$ cat src/rtl/mem_arbiter.sv
// mem_arbiter: two-requester arbiter in front of one shared physical memory port.
// The instruction-fetch unit (IFU, read-only) and the load/store unit (LSU)
// compete for the memory. Only one transaction is in flight at a time.
// A transaction waits LATENCY cycles before the memory is accessed.
// The captured read data, or a zero acknowledge for a store, is then returned.
//
// Ports
//   clk, rst_n                     clock (rising edge), async active-low reset
//   ifu_req_valid/ready, ifu_addr  fetch request channel
//   ifu_resp_valid/ready, ifu_rdata fetch response channel
//   lsu_req_valid/ready, lsu_addr,
//   lsu_wen, lsu_wdata, lsu_wmask  load/store request channel
//   lsu_resp_valid/ready, lsu_rdata load data / store acknowledge channel
//   mem_raddr, mem_waddr, mem_wdata,
//   mem_wmask, mem_write, mem_rdata shared memory port (combinational read)
module mem_arbiter #(
   parameter int unsigned LATENCY = 2
) (
   input  logic        clk,
   input  logic        rst_n,
   input  logic        ifu_req_valid,
   output logic        ifu_req_ready,
   input  logic [63:0] ifu_addr,
   output logic        ifu_resp_valid,
   input  logic        ifu_resp_ready,
   output logic [63:0] ifu_rdata,
   input  logic        lsu_req_valid,
   output logic        lsu_req_ready,
   input  logic [63:0] lsu_addr,
   input  logic        lsu_wen,
   input  logic [63:0] lsu_wdata,
   input  logic [7:0]  lsu_wmask,
   output logic        lsu_resp_valid,
   input  logic        lsu_resp_ready,
   output logic [63:0] lsu_rdata,
   output logic [63:0] mem_raddr,
   output logic [63:0] mem_waddr,
   output logic [63:0] mem_wdata,
   output logic [7:0]  mem_wmask,
   output logic        mem_write,
   input  logic [63:0] mem_rdata
);

   typedef enum logic [1:0] {
      IDLE = 2'd0,
      WAIT = 2'd1,
      RESP = 2'd2
   } state_e;

   localparam logic [3:0] CNT_LOAD = 4'(LATENCY - 1);

   state_e      state_q;
   logic [3:0]  cnt_q;
   logic        last_lsu_q;        // 1: LSU won the most recent handshake
   logic        id_lsu_q;          // requester of the transaction in flight
   logic        wen_q;
   logic        mem_write_q;
   logic        ifu_resp_valid_q;
   logic        lsu_resp_valid_q;
   logic [63:0] addr_q;
   logic [63:0] wdata_q;
   logic [63:0] resp_q;
   logic [7:0]  wmask_q;
   logic        gnt_ifu_d;
   logic        gnt_lsu_d;
   logic        resp_fire_d;

   // Grant selection in IDLE; ready equals grant, so a grant is a handshake.
   // Gated by rst_n so that neither ready can rise while reset is held.
   always_comb begin
      gnt_ifu_d = 1'b0;
      gnt_lsu_d = 1'b0;
      if (rst_n && (state_q == IDLE)) begin
         if (ifu_req_valid && lsu_req_valid) begin
            // Conflict: the requester that did not win last time goes first.
            if (last_lsu_q) begin
               gnt_ifu_d = 1'b1;
            end else begin
               gnt_lsu_d = 1'b1;
            end
         end else if (ifu_req_valid) begin
            gnt_ifu_d = 1'b1;
         end else if (lsu_req_valid) begin
            gnt_lsu_d = 1'b1;
         end else begin
            gnt_ifu_d = 1'b0;
         end
      end else begin
         gnt_lsu_d = 1'b0;
      end
   end

   assign resp_fire_d = (ifu_resp_valid_q & ifu_resp_ready) |
                        (lsu_resp_valid_q & lsu_resp_ready);

   // Transaction FSM: accept, wait out LATENCY cycles, access memory, respond.
   always_ff @(posedge clk or negedge rst_n) begin
      if (!rst_n) begin
         state_q          <= IDLE;
         cnt_q            <= 4'd0;
         last_lsu_q       <= 1'b1;
         id_lsu_q         <= 1'b0;
         wen_q            <= 1'b0;
         mem_write_q      <= 1'b0;
         ifu_resp_valid_q <= 1'b0;
         lsu_resp_valid_q <= 1'b0;
         addr_q           <= 64'd0;
         wdata_q          <= 64'd0;
         wmask_q          <= 8'd0;
         resp_q           <= 64'd0;
      end else begin
         case (state_q)
            IDLE: begin
               if (gnt_ifu_d || gnt_lsu_d) begin
                  id_lsu_q    <= gnt_lsu_d;
                  last_lsu_q  <= gnt_lsu_d;
                  addr_q      <= gnt_lsu_d ? lsu_addr : ifu_addr;
                  wen_q       <= gnt_lsu_d & lsu_wen;
                  wdata_q     <= gnt_lsu_d ? lsu_wdata : 64'd0;
                  wmask_q     <= gnt_lsu_d ? lsu_wmask : 8'd0;
                  cnt_q       <= CNT_LOAD;
                  // With LATENCY 1 the very next cycle is the access cycle.
                  mem_write_q <= (CNT_LOAD == 4'd0) & gnt_lsu_d & lsu_wen;
                  state_q     <= WAIT;
               end else begin
                  state_q <= IDLE;
               end
            end
            WAIT: begin
               if (cnt_q == 4'd0) begin
                  // Access cycle: stores return an all-zero acknowledge.
                  resp_q           <= wen_q ? 64'd0 : mem_rdata;
                  mem_write_q      <= 1'b0;
                  ifu_resp_valid_q <= ~id_lsu_q;
                  lsu_resp_valid_q <= id_lsu_q;
                  state_q          <= RESP;
               end else begin
                  cnt_q       <= cnt_q - 4'd1;
                  // Raise the write strobe so that it covers the cycle in which cnt reaches 0.
                  mem_write_q <= wen_q & (cnt_q == 4'd1);
               end
            end
            RESP: begin
               if (resp_fire_d) begin
                  ifu_resp_valid_q <= 1'b0;
                  lsu_resp_valid_q <= 1'b0;
                  state_q          <= IDLE;
               end else begin
                  state_q <= RESP;
               end
            end
            default: begin
               state_q     <= IDLE;
               mem_write_q <= 1'b0;
            end
         endcase
      end
   end

   assign ifu_req_ready  = gnt_ifu_d;
   assign lsu_req_ready  = gnt_lsu_d;
   assign ifu_resp_valid = ifu_resp_valid_q;
   assign lsu_resp_valid = lsu_resp_valid_q;
   assign ifu_rdata      = resp_q;
   assign lsu_rdata      = resp_q;
   assign mem_raddr      = addr_q;
   assign mem_waddr      = addr_q;
   assign mem_wdata      = wdata_q;
   assign mem_wmask      = wmask_q;
   assign mem_write      = mem_write_q;

endmodule

$ cat config.mk
export PLATFORM = sky130hd
export DESIGN_NAME = mem_arbiter
export DESIGN_NICKNAME = d
export VERILOG_FILES = /design/src/rtl/mem_arbiter.sv
export SDC_FILE = /design/constraint.sdc
export NUM_CORES = 1
export LEC_CHECK = 0
export BUFFER_PORTS_ARGS = -buffer_cell sky130_fd_sc_hd__buf_2
export CAP_MARGIN = 20
export CORE_AREA = 5 5 232 234
export CTS_BUF_LIST = sky130_fd_sc_hd__clkbuf_4 sky130_fd_sc_hd__clkbuf_8
export DETAILED_ROUTE_END_ITERATION = 16
export DIE_AREA = 0 0 237 239
export PLACE_DENSITY_LB_ADDON = 0.05
export REMOVE_ABC_BUFFERS = 1
export SLEW_MARGIN = 20
export SYNTH_ARGS = -nofsm -noshare
export SYNTH_HDL_FRONTEND = slang
export SYNTH_SLANG_ARGS = --single-unit
export TNS_END_PERCENT = 5
$ cat constraint.sdc
create_clock -name clk -period 1.9 [get_ports clk]
set_clock_uncertainty 0.15 [all_clocks]
set_input_delay 0.285 -clock clk [delete_from_list [all_inputs] [get_ports clk]]
set_output_delay 0.285 -clock clk [all_outputs]
set_load 0.005 [all_outputs]
* Word level (Yosys, flattened, before mapping)
Index checks and enable logic that the tools add are counted.
** Word-level totals
- Register bits :: 212
- Output and inout bits :: 333
- Logic and storage cells :: 67
** Cells by class
- Add/sub/neg operators :: 1
- Eq/ne operators :: 7
- Mux-type cells :: 28
- Bitwise operators :: 7
- Reduce and logical (&&, ||, !) cells :: 12
** Operator list (count)
- $mux W64 :: 3
- $mux W1 :: 15
- $mux W4 :: 2
- $mux W8 :: 1
- $pmux W4 S2 :: 1
- $ne A2 B2 Y1 const B :: 3
- $pmux W2 S3 :: 1
- $reduce_and A2 Y1 :: 3
- $reduce_and A3 Y1 :: 2
- $and A1 B1 Y1 :: 4
- $eq A4 B1 Y1 const B :: 1
- $logic_not A4 Y1 :: 1
- $mux W2 :: 2
- $pmux W1 S2 :: 2
- $reduce_bool A2 Y1 :: 2
- $sub A4 B1 Y4 const B :: 1
- $pmux W1 S3 :: 1
- $eq A2 B1 Y1 const B :: 1
- $eq A2 B2 Y1 const B :: 1
- $logic_and A1 B1 Y1 :: 2
- $logic_not A2 Y1 :: 1
- $ne A2 B1 Y1 const B :: 1
- $not A1 Y1 :: 2
- $logic_or A1 B1 Y1 :: 1
- $or A1 B1 Y1 :: 1

* Logic depth before layout (Yosys ltp)
- Depth in word-level cells :: 7
- Mapped depth :: 7
- Mapped depth without buffers :: 5

* Worst setup path before layout
OpenSTA, ideal clock, no wires.
- Kind :: register to register
- Start point :: register cnt_q[0]
- End point :: register resp_q[46], in the netlist ifu_rdata[46]
- Setup time :: 0.125 ns
- Arrival :: 1.745 ns
- Data required time :: 1.625 ns
- Slack :: -0.120 ns
- Cell stages (with the launch flop) :: 8
- Period minus slack after synthesis :: 2.020 ns
- Cells stage by stage :: dfrtp_1 > inv_1 > ha_1 > or3b_4 > nor2_4 > buf_6 > buf_6 > mux2_2
** Between the ends
- Cells in the longest elaborated chain, start to end :: 2
** RTL lines
- start: declaration :: line 53 : logic [3:0] cnt_q;
- start signal: assignment :: line 138 : cnt_q <= cnt_q - 4'd1;
- $logic_not A4 Y1 :: line 130 : if (cnt_q == 4'd0) begin
- $reduce_and A2 Y1 (no line)
- end signal: assignment :: line 132 : resp_q <= wen_q ? 64'd0 : mem_rdata;
- end: declaration :: line 62 : logic [63:0] resp_q;
Every way passes these cells.
A chain may end at the register's enable or synchronous reset.

* Worst setup path in the final report
- Start point :: register state_q[1]
- End point :: output port ifu_req_ready
** Between the ends
- Cells in the longest elaborated chain, start to end :: 3
** RTL lines
- start: declaration :: line 52 : state_e state_q;
- start signal: assignment :: line 99 : state_q <= IDLE;
- start signal: assignment :: line 124 : state_q <= WAIT;
- start signal: assignment :: line 126 : state_q <= IDLE;
- $logic_not A2 Y1 :: line 73 : if (rst_n && (state_q == IDLE)) begin
- $logic_and A1 B1 Y1 :: line 73
- $mux W1 :: line 73
- end: declaration :: line 22 : output logic ifu_req_ready,
Every way passes these cells.

==> results.md <==
- Reg2Reg Launch Point: cnt_q[1]
- Post-DP Area: approximately 13000 µm²
- Post-Syn Instances: between 900 and 1000
- Commonest non-fill, non-tap cells in the layout: buf_2, dlygate4sd3_1, dfrtp_1
- Vias in the first global route: approximately 11000
- Post-layout instance area: ~18000 µm²
- Detailed-route via count: ~10000
- Avg WL per Cell: 19.1 µm
- Combinational Power Share: 0.455
- Max Freq: around 0.45 GHz
- Area grow syn2layout: 71.6%
- Crit path launch type: flip-flop
- Reg2reg end: ifu_rdata[25]
- H-tree level count: 2
- RSZ-0062 raised after global routing: yes
- Max clock buf depth: 3
- Hold Crit Start: ifu_req_valid
- First-pass GRT wire length: slightly below 70 mm
- EDFF count, synth: 0
- Root buffer cell: clkbuf_8
- CP endpoint kind: output pin
- PwrDens: ~1400 nW/µm²
- Clk network pwr share: 0.202
- Largest net degree at the start of global routing: ~110
- Routed Antenna Nets: 0
- DR pass1 iterations: 4
- Required time of the critical path: between 1 and 1.5 ns
- GPL Wtd Cong: roughly 0.77
- Asr flop ratio synth: 1.00
- Largest cells by area after synthesis: dfrtp_1, buf_4, a22o_1
- Critical path class: flip-flop to output pin
- Worst Hold Class: input pin to flip-flop
- Clk sinks: ~210
- Final Max Tran Viols: 0
- Core Area: 51800 µm²
- Setup TNS: -9.45 ns
- Top FF cell, synth: dfrtp_1
- Crit path arrival time: approximately 1.8 ns
- Min Tclk post-route: roughly 2.2 ns
- Top layer in use: met5
- Slew HR: 0.554
- Hold EP: mem_raddr[60]
- Initial antenna violation count: 2
- Minimum hold slack: slightly below 0.2 ns
- Layout cell share with drive strength beyond 1: 0.479
- WL met3: approximately 2.9 mm
- Vias/cell: 4.22
- Setup violations, final: 84
- Register area share after synthesis: 0.518
- Ports: 604
- Final period utilization: 1.18
- PortBufs: approximately 600
- Least-Margin Pin Slew: ~0.67 ns
- DRC viols: 0
- Worst R2R Setup Slack: -0.16 ns
- Row count: 84
- Sw Share: 0.366
- Synth Cell Area: ~10000 µm²
- Die height: 239 µm
- Die ar.: approximately 57000 µm²
- Internal: between 15 and 20 mW
- Final HPWL DP: 31.4 mm
- CP max FO: 4
- Yosys reg bits: between 200 and 250
- CTS buffer count: 45
- Initial drt markers: 350
- Reg power frac: 0.343
- Congestion Overflow GR: 0
- Max-capacitance violation count: 0
- Sequential Area: between 5000 and 6000 µm²
- Gr usage total: 0.153
- Synth Warn #: 0
- Worst hold stages: 5
- Worst vdd ir: 575 µV
- Synth cell types: 41
- Post-synth top area share: 0.516
- Static leakage: between 8 and 9 nW
- Layout Nets: around 2000
- Met1 WL: between 15 and 20 mm
- Reg clk slew, reported paths: around 0.06 ns
- R2R cell count: 7
- Avg Synthesized Cell Area: ~11 µm²
- Footprint of the multi-input gates: between 3000 and 4000 µm²
- Fillers: ~5400
- NetSw: 9.15 mW
- Final setup margin: -0.339 ns
- Later-pin clock latency in the skew report: roughly 0.60 ns
- Initial core utilization: 0.198
- Leading area contributor after synthesis: dfrtp_1
- Post-Route WL: approximately 46 mm
- Design Power: about 25 mW
- Status: finished with violations
- TritonCTS clock tree: built
- Commonest non-fill, non-tap cell in the layout: buf_2
- DIE WIDTH: between 200 and 250 µm
- Metal2 WL: approximately 23 mm
- Pre-CTS WS: -0.158 ns
- Final Hold Fails: 0
- Failing checks: setup timing
-- Yosys cell counts (all sizes together), types with 2 or more instances --
library cell  instances
or3b                  2
a21oi                66
o22ai                 2
a31oi                65
a221o                 2
nor3b                 2
nor2                  7
clkbuf               37
o21ai                66
nor2b                66
and4b                 2
mux2                 66
ha                    3
nand2                 4
nand2b                2
inv                   6
dfrtp               211
nand3                65
buf                 171
a22o                 73
-- final cells by class --
class / count / area share
Antenna cell: 1 / 0.000142
Clock buffer: 70 / 0.0495
Clock inverter: 4 / 0.00178
Inverter: 6 / 0.00128
Multi-Input combinational cell: 503 / 0.217
Sequential cell: 212 / 0.302
Tap cell: 688 / 0.0490
Timing Repair Buffer: 938 / 0.380
-- how the worst max path moves through the flow --
stage,end,startpoint
after floorplan,mem_wdata[0],state_q[0]
after global placement,ifu_rdata[23],cnt_q[0]
after detailed placement,ifu_rdata[28],cnt_q[0]
after CTS,ifu_req_ready,state_q[0]
after global routing,ifu_req_ready,state_q[1]
final,ifu_req_ready,state_q[1]
-- power by group through the flow --
stage	sequential (mW)	clock (mW)	combinational [mW]
3_3_place_gp	8.60	0	9.99
4_1_cts	8.59	5.33	11.4
5_1_grt	8.91	5.51	12.4
3_5_place_dp	8.57	0	9.93
6_report	8.58	5.07	11.4
2_1_floorplan	8.67	0	3.27
-- flip-flops by register name, summed over array words and instances (netlist names) --
signal	flops
mem_wmask	8
mem_wdata	64
ifu_resp_valid	1
wen_q	1
ifu_rdata	64
state_q	2
mem_write	1
lsu_resp_valid	1
mem_raddr	64
cnt_q	4
last_lsu_q	1
id_lsu_q	1
-- worst max-delay path: stages (launching register included) --
cell	delay (ns)
dfrtp_1	0.38
or3b_4	0.45
buf_12	0.15
nor2_4	0.10
buf_6	0.12
-- through the flow --
step | util | std cells
after global routing | 0.339 | 2421
after detailed placement | 0.258 | 2064
after global placement | 0.258 | 2064
after CTS | 0.336 | 2416
final | 0.339 | 2422
after floorplan | - | 721
-- repair_timing --
item | in CTS | in global routing
buffers inserted | 5 | 1
hold buffers | 268 | 0
cloned | 5 | 4
pin swaps | 7 | 6
endpoints found under the hold margin | 276 | 0
setup endpoints to repair | 179 | 202
gates resized for setup | 81 | 23
-- logic make-up (layout without fill, tap and decap cells) --
kind of cell,Yosys count,in the layout,synth area share
AOI/OAI and AO/OA,281,281,0.177
buffers and inverters,214,1018,0.141
DFF,212,212,0.518
and+or+nand+nor,153,153,0.0875
muxes,66,66,0.0726
adders and majority gates,3,3,0.00367
other,0,1,0
-- layer usage --
| metal | global-route usage | vias to the layer above |
|---|---|---|
| met1 | 0.193 | 5012 |
| met2 | 0.262 | 387 |
| met3 | 0.0378 | 61 |
| met5 | 0 | - |
| li1 | - | 4766 |
| met4 | 0.0411 | 2 |
Note: power is estimated with default switching activity, not from simulation.
